<file path="src/rtl/operand_stage_pkg.sv">
// Shared types and decode helpers for the operand stage.
//   op_class_t : instruction class used to steer the operand FSM
//   state_t    : operand FSM states
//   op_class() : classifies a 6502-style opcode (aaabbbcc fields)
package operand_stage_pkg;

  typedef enum logic [2:0] {
    CLS_IMPLIED,
    CLS_IMM,
    CLS_LOAD,
    CLS_STORE,
    CLS_RMW
  } op_class_t;

  typedef enum logic [2:0] {
    ST_IDLE,
    ST_DISPATCH,
    ST_RD_WAIT,
    ST_WR_WAIT,
    ST_ISSUE,
    ST_RMW_WAIT,
    ST_RETIRE
  } state_t;

  // cc field (opcode[1:0]) groups
  localparam logic [1:0] OPP_CC_00 = 2'b00;
  localparam logic [1:0] OPP_CC_01 = 2'b01;
  localparam logic [1:0] OPP_CC_10 = 2'b10;
  localparam logic [1:0] OPP_CC_11 = 2'b11;

  // bbb field (opcode[4:2]) addressing-mode codes
  localparam logic [2:0] AM3_000  = 3'b000;
  localparam logic [2:0] AM3_IMM  = 3'b010;
  localparam logic [2:0] AM3_IMPL = 3'b110;

  // aaa field values that matter for classification
  localparam logic [2:0] OPP_AAA_ST  = 3'b100;
  localparam logic [2:0] OPP_AAA_LDX = 3'b101;

  localparam logic [7:0] OPP_BRK = 8'h00;
  localparam logic [7:0] OPP_RTI = 8'h40;
  localparam logic [7:0] OPP_RTS = 8'h60;

  // Priority order matters: IMM before IMPLIED before STORE, so that
  // TXA/TYA/TXS/DEY (aaa=100) fall into IMPLIED rather than STORE.
  function automatic op_class_t op_class(input logic [7:0] op);
    logic [2:0] aaa;
    logic [2:0] bbb;
    logic [1:0] cc;
    aaa = op[7:5];
    bbb = op[4:2];
    cc  = op[1:0];
    if ((cc == OPP_CC_01 && bbb == AM3_IMM) ||
        (cc == OPP_CC_00 && bbb == AM3_000 && aaa >= OPP_AAA_LDX) ||
        (cc == OPP_CC_10 && bbb == AM3_000 && aaa == OPP_AAA_LDX) ||
        (op[4:0] == 5'b10000))
      return CLS_IMM;
    if (((bbb == AM3_IMM || bbb == AM3_IMPL) && (cc == OPP_CC_00 || cc == OPP_CC_10)) ||
        op == OPP_BRK || op == OPP_RTI || op == OPP_RTS)
      return CLS_IMPLIED;
    if (aaa == OPP_AAA_ST && cc != OPP_CC_11)
      return CLS_STORE;
    if (cc == OPP_CC_10 && (aaa <= 3'b011 || aaa >= 3'b110) && bbb[0])
      return CLS_RMW;
    return CLS_LOAD;
  endfunction

endpackage

</file>
<file path="src/rtl/operand_stage_if.sv">
// Memory bus and ALU handshake bundle for the operand stage.
//   master : operand stage side (drives mem_req/we/addr/wdata, alu_valid/opcode/operand)
//   slave  : memory + ALU side (drives mem_rdata/ack, alu_ready/result/result_valid)
interface operand_stage_if #(
  parameter int REG_WIDTH  = 8,
  parameter int ADDR_WIDTH = 16
);
  logic                  mem_req;
  logic                  mem_we;
  logic [ADDR_WIDTH-1:0] mem_addr;
  logic [REG_WIDTH-1:0]  mem_wdata;
  logic [REG_WIDTH-1:0]  mem_rdata;
  logic                  mem_ack;
  logic                  alu_valid;
  logic [REG_WIDTH-1:0]  alu_opcode;
  logic [REG_WIDTH-1:0]  alu_operand;
  logic                  alu_ready;
  logic [REG_WIDTH-1:0]  alu_result;
  logic                  alu_result_valid;

  modport master (
    output mem_req, mem_we, mem_addr, mem_wdata, alu_valid, alu_opcode, alu_operand,
    input  mem_rdata, mem_ack, alu_ready, alu_result, alu_result_valid
  );

  modport slave (
    input  mem_req, mem_we, mem_addr, mem_wdata, alu_valid, alu_opcode, alu_operand,
    output mem_rdata, mem_ack, alu_ready, alu_result, alu_result_valid
  );
endinterface

</file>
<file path="src/rtl/operand_stage_mem_req_ctrl.sv">
// Memory request controller: holds one request (req/we/addr/wdata) from a
// start pulse until ack or timeout, and keeps the sticky bus_error flag.
//   clk, rst      : clock, async active-high reset
//   start*        : launch a request with the given direction/address/data
//   ack           : memory acknowledge (ignored unless req is high)
//   req/we/addr/wdata : registered request outputs, frozen while req=1
//   ack_ok        : request completes this cycle
//   timeout       : request abandoned this cycle (no ack within MEM_TIMEOUT)
//   bus_error     : sticky timeout flag
module mem_req_ctrl #(
  parameter int REG_WIDTH   = 8,
  parameter int ADDR_WIDTH  = 16,
  parameter int MEM_TIMEOUT = 15
) (
  input  logic                  clk,
  input  logic                  rst,
  input  logic                  start,
  input  logic                  start_we,
  input  logic [ADDR_WIDTH-1:0] start_addr,
  input  logic [REG_WIDTH-1:0]  start_wdata,
  input  logic                  ack,
  output logic                  req,
  output logic                  we,
  output logic [ADDR_WIDTH-1:0] addr,
  output logic [REG_WIDTH-1:0]  wdata,
  output logic                  ack_ok,
  output logic                  timeout,
  output logic                  bus_error
);
  localparam logic [3:0] CNT_LAST = 4'(MEM_TIMEOUT - 1);

  logic [3:0] cnt;

  // ack takes priority over a timeout landing in the same cycle
  assign ack_ok  = req & ack;
  assign timeout = req & ~ack & (cnt == CNT_LAST);

  always_ff @(posedge clk or posedge rst) begin
    if (rst) begin
      req       <= 1'b0;
      we        <= 1'b0;
      addr      <= '0;
      wdata     <= '0;
      cnt       <= '0;
      bus_error <= 1'b0;
    end else if (start) begin
      req   <= 1'b1;
      we    <= start_we;
      addr  <= start_addr;
      wdata <= start_wdata;
      cnt   <= '0;
    end else if (ack_ok) begin
      req <= 1'b0;
    end else if (timeout) begin
      req       <= 1'b0;
      bus_error <= 1'b1;
    end else if (req) begin
      cnt <= cnt + 4'd1;
    end
  end
endmodule

</file>
<file path="src/rtl/operand_stage.sv">
// Operand stage: captures opcode/address/immediate from the fetcher on a
// rising instruction_ready, fetches the memory operand or writes store data,
// presents the operand to the ALU, writes back RMW results and pulses
// instruction_done on retire.
//   phi1, reset                        : clock, async active-high reset
//   instruction_ready/_in, addr_in, imm_in : fetcher interface
//   store_data                         : A/X/Y value for stores
//   bus (master)                       : memory request + ALU handshake
//   instruction_done                   : one-cycle retire pulse
//   bus_error, overrun                 : sticky error flags
module operand_stage
  import operand_stage_pkg::*;
#(
  parameter int REG_WIDTH   = 8,
  parameter int ADDR_WIDTH  = 16,
  parameter int MEM_TIMEOUT = 15
) (
  input  logic                  phi1,
  input  logic                  reset,
  input  logic                  instruction_ready,
  input  logic [REG_WIDTH-1:0]  instruction_in,
  input  logic [ADDR_WIDTH-1:0] addr_in,
  input  logic [REG_WIDTH-1:0]  imm_in,
  input  logic [REG_WIDTH-1:0]  store_data,
  operand_stage_if.master       bus,
  output logic                  instruction_done,
  output logic                  bus_error,
  output logic                  overrun
);
  state_t                state, next_state;
  op_class_t             cls;
  logic                  ready_q;
  logic                  rise;
  logic [REG_WIDTH-1:0]  opcode_q;
  logic [ADDR_WIDTH-1:0] addr_q;
  logic [REG_WIDTH-1:0]  imm_q;
  logic [REG_WIDTH-1:0]  operand_q;
  logic                  mem_start;
  logic                  start_we;
  logic [REG_WIDTH-1:0]  start_wdata;
  logic                  ack_ok;
  logic                  timeout;

  assign rise = instruction_ready & ~ready_q;
  assign cls  = op_class(opcode_q[7:0]);

  assign bus.alu_valid   = (state == ST_ISSUE);
  assign bus.alu_opcode  = opcode_q;
  assign bus.alu_operand = operand_q;
  assign instruction_done = (state == ST_RETIRE);

  always_ff @(posedge phi1 or posedge reset) begin
    if (reset) state <= ST_IDLE;
    else       state <= next_state;
  end

  always_comb begin
    next_state  = state;
    mem_start   = 1'b0;
    start_we    = 1'b0;
    start_wdata = store_data;
    unique case (state)
      ST_IDLE: if (rise) next_state = ST_DISPATCH;
      ST_DISPATCH: begin
        unique case (cls)
          CLS_IMPLIED, CLS_IMM: next_state = ST_ISSUE;
          CLS_LOAD, CLS_RMW: begin
            next_state = ST_RD_WAIT;
            mem_start  = 1'b1;
          end
          CLS_STORE: begin
            next_state = ST_WR_WAIT;
            mem_start  = 1'b1;
            start_we   = 1'b1;
          end
          default: next_state = ST_ISSUE;
        endcase
      end
      ST_RD_WAIT: begin
        if (ack_ok)       next_state = ST_ISSUE;
        else if (timeout) next_state = ST_RETIRE;
      end
      ST_ISSUE: if (bus.alu_ready) next_state = (cls == CLS_RMW) ? ST_RMW_WAIT : ST_RETIRE;
      ST_RMW_WAIT: begin
        if (bus.alu_result_valid) begin
          next_state  = ST_WR_WAIT;
          mem_start   = 1'b1;
          start_we    = 1'b1;
          start_wdata = bus.alu_result;
        end
      end
      ST_WR_WAIT: if (ack_ok || timeout) next_state = ST_RETIRE;
      ST_RETIRE:  next_state = ST_IDLE;
      default:    next_state = ST_IDLE;
    endcase
  end

  always_ff @(posedge phi1 or posedge reset) begin
    if (reset) begin
      ready_q   <= 1'b0;
      overrun   <= 1'b0;
      opcode_q  <= '0;
      addr_q    <= '0;
      imm_q     <= '0;
      operand_q <= '0;
    end else begin
      ready_q <= instruction_ready;
      if (rise && state != ST_IDLE) overrun <= 1'b1;
      if (rise && state == ST_IDLE) begin
        opcode_q <= instruction_in;
        addr_q   <= addr_in;
        imm_q    <= imm_in;
      end
      if (state == ST_DISPATCH && (cls == CLS_IMM || cls == CLS_IMPLIED))
        operand_q <= (cls == CLS_IMPLIED) ? '0 : imm_q;
      if (state == ST_RD_WAIT && ack_ok) operand_q <= bus.mem_rdata;
    end
  end

  mem_req_ctrl #(
    .REG_WIDTH  (REG_WIDTH),
    .ADDR_WIDTH (ADDR_WIDTH),
    .MEM_TIMEOUT(MEM_TIMEOUT)
  ) u_mem_req_ctrl (
    .clk        (phi1),
    .rst        (reset),
    .start      (mem_start),
    .start_we   (start_we),
    .start_addr (addr_q),
    .start_wdata(start_wdata),
    .ack        (bus.mem_ack),
    .req        (bus.mem_req),
    .we         (bus.mem_we),
    .addr       (bus.mem_addr),
    .wdata      (bus.mem_wdata),
    .ack_ok     (ack_ok),
    .timeout    (timeout),
    .bus_error  (bus_error)
  );
endmodule

</file>
<file path="src/flat_wrapper.sv">
// flat-port wrapper written by rule: the top's interface ports become plain ports
module operand_stage_flat import operand_stage_pkg::*;
#(
  parameter int REG_WIDTH   = 8,
  parameter int ADDR_WIDTH  = 16,
  parameter int MEM_TIMEOUT = 15
)
  (phi1, reset, instruction_ready, instruction_in, addr_in, imm_in, store_data, instruction_done, bus_error, overrun, bus_mem_req, bus_mem_we, bus_mem_addr, bus_mem_wdata, bus_alu_valid, bus_alu_opcode, bus_alu_operand, bus_mem_rdata, bus_mem_ack, bus_alu_ready, bus_alu_result, bus_alu_result_valid);
  operand_stage_if #(.REG_WIDTH(REG_WIDTH), .ADDR_WIDTH(ADDR_WIDTH)) bus_i ();
  input  logic phi1;
  input  logic reset;
  input  logic instruction_ready;
  input  logic [REG_WIDTH-1:0] instruction_in;
  input  logic [ADDR_WIDTH-1:0] addr_in;
  input  logic [REG_WIDTH-1:0] imm_in;
  input  logic [REG_WIDTH-1:0] store_data;
  output logic instruction_done;
  output logic bus_error;
  output logic overrun;
  output wire logic [$bits(bus_i.mem_req)-1:0] bus_mem_req;
  output wire logic [$bits(bus_i.mem_we)-1:0] bus_mem_we;
  output wire logic [$bits(bus_i.mem_addr)-1:0] bus_mem_addr;
  output wire logic [$bits(bus_i.mem_wdata)-1:0] bus_mem_wdata;
  output wire logic [$bits(bus_i.alu_valid)-1:0] bus_alu_valid;
  output wire logic [$bits(bus_i.alu_opcode)-1:0] bus_alu_opcode;
  output wire logic [$bits(bus_i.alu_operand)-1:0] bus_alu_operand;
  input wire logic [$bits(bus_i.mem_rdata)-1:0] bus_mem_rdata;
  input wire logic [$bits(bus_i.mem_ack)-1:0] bus_mem_ack;
  input wire logic [$bits(bus_i.alu_ready)-1:0] bus_alu_ready;
  input wire logic [$bits(bus_i.alu_result)-1:0] bus_alu_result;
  input wire logic [$bits(bus_i.alu_result_valid)-1:0] bus_alu_result_valid;
  assign bus_mem_req = bus_i.mem_req;
  assign bus_mem_we = bus_i.mem_we;
  assign bus_mem_addr = bus_i.mem_addr;
  assign bus_mem_wdata = bus_i.mem_wdata;
  assign bus_alu_valid = bus_i.alu_valid;
  assign bus_alu_opcode = bus_i.alu_opcode;
  assign bus_alu_operand = bus_i.alu_operand;
  assign bus_i.mem_rdata = bus_mem_rdata;
  assign bus_i.mem_ack = bus_mem_ack;
  assign bus_i.alu_ready = bus_alu_ready;
  assign bus_i.alu_result = bus_alu_result;
  assign bus_i.alu_result_valid = bus_alu_result_valid;
  operand_stage #(.REG_WIDTH(REG_WIDTH), .ADDR_WIDTH(ADDR_WIDTH), .MEM_TIMEOUT(MEM_TIMEOUT)) u_core (.phi1(phi1), .reset(reset), .instruction_ready(instruction_ready), .instruction_in(instruction_in), .addr_in(addr_in), .imm_in(imm_in), .store_data(store_data), .bus(bus_i), .instruction_done(instruction_done), .bus_error(bus_error), .overrun(overrun));
endmodule
</file>
<file path="config.mk">
export PLATFORM = sky130hd
export DESIGN_NAME = operand_stage_flat
export DESIGN_NICKNAME = d
export VERILOG_FILES = /design/src/rtl/operand_stage_pkg.sv /design/src/rtl/operand_stage_if.sv /design/src/rtl/operand_stage_mem_req_ctrl.sv /design/src/rtl/operand_stage.sv /design/src/flat_wrapper.sv
export SDC_FILE = /design/constraint.sdc
export NUM_CORES = 1
export LEC_CHECK = 0
export CAP_MARGIN = 20
export CORE_MARGIN = 2
export CORE_UTILIZATION = 65
export DETAILED_ROUTE_END_ITERATION = 10
export DONT_BUFFER_PORTS = 1
export PLACE_DENSITY = 0.83
export SLEW_MARGIN = 5
export SYNTH_ARGS = -nofsm -noshare
export SYNTH_HDL_FRONTEND = slang
export SYNTH_SLANG_ARGS = --single-unit
</file>
<file path="constraint.sdc">
create_clock -name phi1 -period 4.9 [get_ports phi1]
set_clock_uncertainty 0.2 [all_clocks]
set_input_delay 0.49 -clock phi1 [delete_from_list [all_inputs] [get_ports phi1]]
set_output_delay 0.49 -clock phi1 [all_outputs]
set_load 0.03 [all_outputs]
</file>
==> impl_metrics.csv, run 1 <==
group,metric,value,unit
worst_setup_path,worst_setup_path_end_kind,"flop",
synth,ys_ff_latch,76,
global_routing,grt_use_total,23.9,%
synth,netlist_top_cells_count,"76 x dfrtp_1, 31 x mux2_2, 18 x nor2_1",
floorplanning,die_area,5920,sq um
clocking,tritoncts,"yes",
drt,dr_total_vias,2118,
clocking,ctsLongestPathBuffers,2,
floorplanning,die_h,76.9,um
floorplanning,core,5110,sq um
drt,drt_iter0_drc,171,
floorplanning,initial_core_util,67.7,%
synth,ys_warn_count,0,
placement,io_buffers,0,
synth,yosysTopAreaCellShare,55.0,%
finish,utilization,72.0,%
min_path,hold_depth,1,
global_routing,grt_pass1_vias,2232,
power_and_ir_drop,irDropWorstVdd,0.000424,V
sta,max_freq,357,MHz
synth,yosysSeqAreaShare,55.0,%
power_and_ir_drop,p_switching,1.20,mW
worst_setup_path,worstPathRequired,4.93,ns
flow_run,drv_cap,0,
sta,tns,0,ns
worst_setup_path,regToRegStartpoint,"u_core.state[2]",
power_and_ir_drop,seq_power_share,54.3,%
global_routing,grt_max_degree,77,
worst_setup_path,path_max_fanout,21,
worst_setup_path,worst-setup-path-type,"flop to flop",
sta,whs,0.0452,ns
clocking,cts_buffers,9,
finish,area.growth.synth_to_final,6.37,%
finish,drive_gt1_share,27.2,%
sta,timing.final.crit_share,57.2,%
worst_setup_path,cp-start-kind,"flop",
drt,post_drt_wl_per_cell,19.0,um
drt,drcViolationCount,0,
clocking,insertion_delay,0.34,ns
clocking,cts_repair_resize_count,0,
synth,synth_cell_type_count,44,
worst_setup_path,ff2ff_setup_slack,2.10,ns
synth,syn_avg_cell_area,12.8,sq um
synth,synthArstFlopShare,100,%
drt,dr.pass1.iters,4,
clocking,root_buffer,"clkbuf_8",
power_and_ir_drop,swShare,42.8,%
floorplanning,num_io_pins,108,
run_status,status,"finished clean",
placement,dp_hpwl,4660,um
finish,fin_nets,335,
synth,postSynthCellCount,271,
synth,synth_area,3460,sq um
power_and_ir_drop,power_density,764,nW/um^2
power_and_ir_drop,intPower,1.61,mW
drt,viasPerCell,6.10,
global_routing,grt_overflow_total,0,
sta,maxSlewHeadroom,33.2,%
min_path,min_to,"u_core.u_mem_req_ctrl.bus_error",
drt,finalWirelength,6610,um
finish,fillers,366,
worst_setup_path,cp_data_arrival_time,2.83,ns
synth,ys.flop_type,"dfrtp_1",
synth,syn-num-nets,335,
sta,setup_viol,0,
clocking,htree_num_levels,3,
worst_setup_path,r2r_end,"u_core.u_mem_req_ctrl.addr[15]",
synth,synthTopCellsByArea,"dfrtp_1 55%, mux2_2 10%, mux2_4 6.5%",
sta,hold_viol,0,
synth,synth_edf_count,0,
clocking,cts_setup_buffers,0,
clocking,cts.sinks,76,
min_path,hold_path.class,"primary input to flop",
global_routing,grt_pass1_wl,10900,um
drt,antenna_left,0,
synth,yosys.area.top_type,"dfrtp_1",
power_and_ir_drop,p_comb_share,28.9,%
synth,synth.most_common_cell,"dfrtp_1",
worst_setup_path,rr_worst_depth,5,
sta,slew_viol_final,0,
placement,gp_congestion,0.781,
min_path,holdCritStartpoint,"bus_mem_ack",
sta,worst_slew_pin_slew,0.994,ns
sta,period_minus_slack,2.80,ns
clocking,clkTransAtPathRegs,0.08,ns
global_routing,antenna_found_initial,1,
power_and_ir_drop,clkPwrFrac,16.7,%
clocking,hold_buffers,1,
power_and_ir_drop,p_leak,1.60,nW
sta,rsz0062_at_grt,"no",
floorplanning,rows,26,
floorplanning,die_width,76.9,um
## kinds of logic after synthesis
logic type	after synthesis	synth area share, %
AOI/OAI and AO/OA	53	12.3
xor gates and xnor gates	3	0.760
adders and majority gates	2	0.723
buffers and inverters	21	3.36
DFF	76	55.0
muxes	48	17.3
and+or+nand+nor	68	10.6
## power groups by stage
stage               Combinational [mW]  Sequential [mW]  Clock, mW
floorplan                        0.790             1.42          0
CTS                              0.820             1.53      0.477
global route                     0.898             1.57      0.501
global placement                 0.780             1.52          0
finish                           0.814             1.53      0.470
detailed placement               0.822             1.54          0
## cell usage in the layout, fill, tap and decap left out, types with 2 or more instances in the layout
cell,netlist,layout
clkbuf_8,0,10
nor2_1,18,18
a31oi_1,10,10
dfrtp_1,76,76
mux2_2,31,31
a221o_1,8,8
o21ai_0,16,16
a21oi_1,4,4
nand2b_1,4,3
xnor2_1,2,2
and2_1,8,8
mux2_1,2,2
clkinv_2,0,3
ha_1,2,2
clkbuf_1,4,2
nand3_1,16,16
a41oi_1,2,2
a211oi_1,2,2
mux2_4,15,15
nor3_1,4,4
nor2b_1,4,4
nand2_1,6,6
inv_1,7,6
## critical path: stages, from the launching register on
cell      delay [ns]
dfrtp_1         0.51
nor2_1          0.30
o311ai_0        0.22
or2_4           0.34
o21ai_4         0.70
mux2_2          0.41
## sequential cells by signal (all words and copies together), names as in the netlist
register / cells
u_core.addr_q: 16
u_core.u_mem_req_ctrl.addr: 16
u_core.bus.alu_opcode: 8
u_core.bus.alu_operand: 8
u_core.imm_q: 8
u_core.u_mem_req_ctrl.wdata: 8
u_core.u_mem_req_ctrl.cnt: 4
u_core.state: 3
u_core.overrun: 1
u_core.ready_q: 1
u_core.u_mem_req_ctrl.bus_error: 1
u_core.u_mem_req_ctrl.req: 1
u_core.u_mem_req_ctrl.we: 1
## layout make-up
type,count,area (sq um),area share (%)
Antenna cell,1,2.50,0.0680
Clock buffer,12,145,3.95
Clock inverter,4,48.8,1.33
Inverter,7,27.5,0.748
Multi-Input combinational cell,174,1440,39.2
Sequential cell,76,1900,51.7
Tap cell,70,87.6,2.38
Timing Repair Buffer,3,22.5,0.612
## how the worst max path moves through the flow
stage	from	end	slack, ns	depth (start not counted)
2_1_floorplan	reset	u_core.addr_q[0]	2.27	1
3_3_place_gp	u_core.state[2]	u_core.u_mem_req_ctrl.addr[15]	2.17	5
3_5_place_dp	u_core.bus.alu_opcode[0]	u_core.u_mem_req_ctrl.addr[15]	2.11	5
4_1_cts	u_core.bus.alu_opcode[0]	u_core.u_mem_req_ctrl.addr[15]	2.10	5
5_1_grt	u_core.state[2]	u_core.u_mem_req_ctrl.addr[15]	1.91	5
6_report	u_core.state[2]	u_core.u_mem_req_ctrl.addr[15]	2.10	5
## per-stage QoR
stage | instances | setup slack (ns) | cell area (sq um) | total power [mW]
2_1_floorplan | 271 | 2.27 | 3460 | 2.21
3_3_place_gp | 328 | 2.17 | 3470 | 2.30
3_5_place_dp | 328 | 2.11 | 3470 | 2.36
4_1_cts | 345 | 2.10 | 3670 | 2.83
5_1_grt | 347 | 1.91 | 3680 | 2.97
6_report | 347 | 2.10 | 3680 | 2.81
## metal layers
metal / GRT usage [%] / part of all wire (%) / vias up
li1: - / - / 981
met3: 7.29 / 8.7 / 13
met2: 37.0 / 47 / 102
met4: 12.0 / 1.9 / 0
met1: 30.7 / 42 / 1022
met5: 0 / 0 / -
No activity file was read; power rests on OpenSTA's default activity.
==> inputs of run 2 (changes only) <==
Settings changed: CORE_UTILIZATION 65 to 57, PLACE_DENSITY 0.83 to 0.77.
Clock period 4.9 ns to 2.5 ns, I/O delays scaled along.
==> impl_metrics.csv, run 2 (synthesis gave the netlist of run 1 again) <==
group,metric,value,unit
global_routing,grt_pass1_vias,2535,
flow_run,drv_cap,0,
placement,gp_congestion,0.882,
worst_setup_path,path_cells,"or4_1 > nor3_4 > or2_4 > buf_4 > nor2_4 > a221o_1",
worst_setup_path,crit_path_max_incr_delay,0.61,ns
drt,finalWirelength,8090,um
finish,multi_input_area,1470,sq um
finish,area.growth.synth_to_final,29.3,%
global_routing,grt_overflow_total,0,
finish,reg_top3,"u_core.addr_q (16), u_core.u_mem_req_ctrl.addr (16)",
power_and_ir_drop,intPower,3.52,mW
power_and_ir_drop,irDropWorstVdd,0.000894,V
min_path,hold_path.class,"primary input to flop",
finish,drive_gt1_share,27.7,%
clocking,insertion_delay,0.35,ns
placement,io_buffers,0,
floorplanning,die_h,81.9,um
run_status,status,"finished clean",
finish,fin_nets,413,
power_and_ir_drop,p_comb_share,36.0,%
clocking,cts_setup_buffers,0,
sta,maxSlewHeadroom,55.0,%
drt,post_drt_wl_per_cell,18.8,um
worst_setup_path,cp-start-kind,"flop",
drt,dr.pass1.iters,4,
global_routing,antenna_found_initial,0,
floorplanning,rows,28,
sta,rsz0062_at_grt,"no",
drt,viasPerCell,5.80,
sta,hold_viol,0,
finish,final_common_cell,"dfrtp_1",
sta,worst_slew_pin_slew,0.672,ns
sta,tns,0,ns
drt,drt_iter0_drc,127,
global_routing,grt_pass1_wl,12300,um
floorplanning,num_io_pins,108,
power_and_ir_drop,p_leak,1.95,nW
power_and_ir_drop,power_density,1350,nW/um^2
worst_setup_path,worstPathRequired,2.54,ns
drt,antenna_left,0,
floorplanning,initial_core_util,58.8,%
clocking,cts_buffers,9,
worst_setup_path,slowest_stage,"or4_1",
floorplanning,core,5890,sq um
worst_setup_path,path_max_fanout,10,
drt,dr_total_vias,2487,
finish,utilization,76.0,%
worst_setup_path,worst_setup_path_end_kind,"flop",
sta,period_minus_slack,2.37,ns
global_routing,grt_max_degree,33,
finish,antenna_cells,0,
sta,timing.final.crit_share,94.7,%
placement,place_ws,0.0408,ns
drt,drcViolationCount,0,
floorplanning,die_area,6710,sq um
clocking,tritoncts,"yes",
global_routing,grt_use_total,25.0,%
clocking,cts.sinks,76,
sta,setup_ws,0.132,ns
power_and_ir_drop,p_switching,2.51,mW
worst_setup_path,worst-setup-path-type,"flop to flop",
sta,max_freq,422,MHz
finish,seqCellArea,1900,sq um
clocking,ctsLongestPathBuffers,2,
power_and_ir_drop,swShare,41.6,%
power_and_ir_drop,seq_power_share,46.1,%
sta,slew_viol_final,0,
worst_setup_path,cp_data_arrival_time,2.41,ns
finish,layout_common_cells,"76 x dfrtp_1, 59 x dlygate4sd3_1, 31 x mux2_2",
clocking,root_buffer,"clkbuf_8",
sta,whs,0.0430,ns
finish,fillers,380,
power_and_ir_drop,clkPwrFrac,17.9,%
clocking,clkTransAtPathRegs,0.08,ns
sta,setup_viol,0,
placement,dp_hpwl,5150,um
floorplanning,die_width,81.9,um
clocking,htree_num_levels,3,
[run 2: routing by layer]
metal  vias to the layer above  track usage, %  share of wire (%)
met4                         0            8.33                1.5
met2                        91            43.0                 51
met1                      1243            29.5                 40
li1                       1140               -                  -
met5                         -               0                  0
met3                        13            8.35                7.4
[run 2: layout make-up]
| class | count | area share [%] |
|---|---|---|
| clock buffers | 11 | 3.39 |
| clock inverters | 5 | 1.85 |
| inverters | 7 | 0.616 |
| multi-input cells | 175 | 32.8 |
| flip-flops and latches | 76 | 42.5 |
| well taps | 75 | 2.10 |
| repair buffers | 80 | 16.7 |
[run 2: path summary, 6_finish.rpt]
path,end,startpoint,depth (start not counted),slack (ns)
worst max-delay path,u_core.bus.alu_operand[3],u_core.bus.alu_opcode[0],6,0.13
worst max register to register,u_core.bus.alu_operand[3],u_core.bus.alu_opcode[0],6,0.13
min in group asynchronous,u_core.bus.alu_operand[1],reset,2,0.19
worst min-delay path,u_core.u_mem_req_ctrl.cnt[2],bus_mem_ack,4,0.04
max in group asynchronous,u_core.u_mem_req_ctrl.addr[5],reset,3,1.18
worst min register to register,u_core.addr_q[15],u_core.addr_q[15],1,0.30
[run 2: what timing repair did]
action | in CTS | in global routing
endpoints found under the hold margin | 79 | 0
endpoints found under the setup margin | 0 | 23
gates resized for setup | 0 | 3
hold buffers | 59 | 0
[run 2: critical path, delay by kind of cell (launching register included)]
kind / cells / cell delay, ns
AND/OR/NAND/NOR: 4 / 1.10
buffers and inverters: 1 / 0.18
flip-flops: 1 / 0.44
AO/OA/AOI/OAI: 1 / 0.33
[run 2: through the flow]
| stage | instances | instance area, sq um | power [mW] |
|---|---|---|---|
| CTS | 428 | 4450 | 6.01 |
| finish | 429 | 4470 | 6.02 |
| global placement | 353 | 3620 | 4.74 |
| floorplan | 271 | 3460 | 4.33 |
| global route | 429 | 4470 | 6.36 |
| detailed placement | 353 | 3620 | 4.84 |
[run 2: power by group through the flow]
stage	Sequential, mW	Combinational, mW	Clock (mW)
floorplan	2.78	1.55	0
global placement	2.76	1.97	0
detailed placement	2.79	2.06	0
CTS	2.77	2.13	1.10
global route	2.86	2.35	1.15
finish	2.78	2.17	1.08
==> inputs of run 3 (changes only) <==
Settings changed: CAP_MARGIN 20 to default, CORE_UTILIZATION 57 to 65, PLACE_DENSITY 0.77 to 0.83.
Clock period 2.5 ns to 3.1 ns, I/O delays scaled along.
==> impl_metrics.csv, run 3 (synthesis gave the netlist of run 1 again) <==
group,metric,value,unit
run_status,status,"finished clean",
floorplanning,initial_core_util,67.7,%
sta,maxSlewHeadroom,46.2,%
worst_setup_path,slowest_stage,"dfrtp_1",
global_routing,use_met1,35.4,%
sta,timing.final.crit_share,93.0,%
power_and_ir_drop,power_density,1110,nW/um^2
drt,finalWirelength,8140,um
floorplanning,num_io_pins,108,
finish,drive_gt1_share,24.0,%
power_and_ir_drop,p_leak,1.87,nW
clocking,cts_buffers,9,
placement,io_buffers,0,
floorplanning,core,5110,sq um
min_path,hold_path.class,"primary input to flop",
worst_setup_path,worst-setup-path-type,"flop to flop",
sta,period_minus_slack,2.88,ns
worst_setup_path,path_delay_family,"simple AND/OR/NAND/NOR gates",
worst_setup_path,worst-path-stages,6,
worst_setup_path,cp_data_arrival_time,2.92,ns
sta,setup_viol,0,
global_routing,grt_pass1_wl,13100,um
clocking,htree_num_levels,3,
finish,utilization,84.4,%
flow_run,drv_cap,0,
clocking,ctsLongestPathBuffers,2,
global_routing,grtUsageMet3,8.94,%
drt,drt_iter0_drc,218,
worst_setup_path,cp-start-kind,"flop",
min_path,holdCritStartpoint,"bus_mem_ack",
global_routing,gr-usage-met2,49.2,%
clocking,insertion_delay,0.35,ns
finish,layout_common_cells,"76 x dfrtp_1, 59 x dlygate4sd3_1, 31 x mux2_2",
worst_setup_path,worstPathRequired,3.13,ns
worst_setup_path,cp_num_buf_inv,2,
drt,viasPerCell,6.17,
finish,fin_nets,398,
worst_setup_path,path_max_fanout,11,
finish,reg_top3,"u_core.addr_q (16), u_core.u_mem_req_ctrl.addr (16)",
finish,final_common_cell,"dfrtp_1",
floorplanning,die_width,76.9,um
drt,dr_total_vias,2513,
worst_setup_path,rr_worst_depth,6,
drt,dr.pass1.iters,6,
worst_setup_path,critical_path.startpoint,"u_core.bus.alu_opcode[3]",
clocking,cts_setup_buffers,0,
worst_setup_path,crit_path_max_incr_delay,0.63,ns
sta,hold_viol,0,
sta,rsz0062_at_grt,"no",
clocking,tritoncts,"yes",
worst_setup_path,worst_setup_path_end_kind,"flop",
floorplanning,rows,26,
sta,tns,0,ns
drt,post_drt_wl_per_cell,20.0,um
drt,antenna_left,0,
global_routing,grt_use_total,28.9,%
floorplanning,die_area,5920,sq um
sta,max_freq,347,MHz
placement,dp_hpwl,4710,um
worst_setup_path,ff2ff_setup_slack,0.22,ns
clocking,clkTransAtPathRegs,0.08,ns
finish,antenna_cells,0,
global_routing,busiest_layer,"met2",
global_routing,grt_pass1_vias,2528,
global_routing,grt_overflow_total,0,
clocking,root_buffer,"clkbuf_8",
clocking,cts.sinks,76,
sta,slew_viol_final,0,
worst_setup_path,regToRegStartpoint,"u_core.bus.alu_opcode[3]",
finish,area.growth.synth_to_final,24.6,%
placement,gp_congestion,0.805,
sta,worst_slew_pin_slew,0.807,ns
global_routing,antenna_found_initial,0,
finish,fillers,260,
power_and_ir_drop,irDropWorstVdd,0.000655,V
drt,drcViolationCount,0,
worst_setup_path,path_cells,"inv_1 > nor4_1 > a21oi_2 > nand3_1 > a31oi_1 > dlygate4sd3_1",
global_routing,grt_max_degree,33,
floorplanning,die_h,76.9,um
min_path,hold_depth,4,
-- run 3: changes by cell type in the layout (fill, tap and decap cells not counted) --
cell      change
o21ai_2       -1
clkinv_2      +1
nor4_2        -1
clkbuf_8      -2
nor3_2        +1
nand2b_1      -1
buf_4        -14
inv_6         -1
nor3_4        -1
nor4_1        +1
nand2b_2      +1
-- run 3: worst register-to-register path: stages (launching register included) --
cell and delay [ns]:
dfrtp_1 0.63, inv_1 0.13, nor4_1 0.62, a21oi_2 0.32, nand3_1 0.19, a31oi_1 0.10, dlygate4sd3_1 0.58
-- run 3: power by group --
group,leakage (nW),internal [mW],switching (mW)
Clock,0.105,0.443,0.356
Sequential,0.922,1.45,0.979
Combinational,0.844,0.879,0.674
-- run 3: repair_timing --
item,CTS,global route
endpoints found under the hold margin,81,0
resized for setup,0,1
hold buffers,59,0
setup endpoints to repair,0,8
-- run 3: worst paths after layout --
path,to
worst min-delay path,u_core.u_mem_req_ctrl.cnt[2]
worst max-delay path,u_core.u_mem_req_ctrl.wdata[1]
worst max register to register,u_core.u_mem_req_ctrl.wdata[1]
worst min register to register,u_core.addr_q[15]
max in group asynchronous,u_core.u_mem_req_ctrl.wdata[2]
min in group asynchronous,u_core.addr_q[14]
-- run 3: routing by layer --
metal  wire (um)  vias up
met4         109        0
met2        4210      128
met5           0        -
met3         583       13
li1            -     1115
met1        3240     1257
-- run 3: area by class of cell --
cell class / instances / area, sq um / area share [%]
clock buffer: 9 / 124 / 2.87
clock inverter: 5 / 78.8 / 1.83
inverter: 7 / 27.5 / 0.639
multi-input combinational: 174 / 1450 / 33.6
sequential: 76 / 1900 / 44.1
tap: 70 / 87.6 / 2.03
timing repair buffer: 66 / 643 / 14.9
-- run 3: through the flow --
| step | power [mW] | setup slack [ns] | instance area, sq um | instances | hold WS, ns |
|---|---|---|---|---|---|
| 2_1_floorplan | 3.49 | 0.652 | 3460 | 271 | 0.141 |
| 3_3_place_gp | 3.67 | 0.526 | 3510 | 334 | 0.0377 |
| 3_5_place_dp | 3.77 | 0.514 | 3510 | 334 | 0.0439 |
| 4_1_cts | 4.73 | 0.126 | 4310 | 407 | 0.0804 |
| 5_1_grt | 5.02 | 0.0665 | 4310 | 407 | 0.0948 |
| 6_report | 4.78 | 0.217 | 4310 | 407 | 0.0860 |
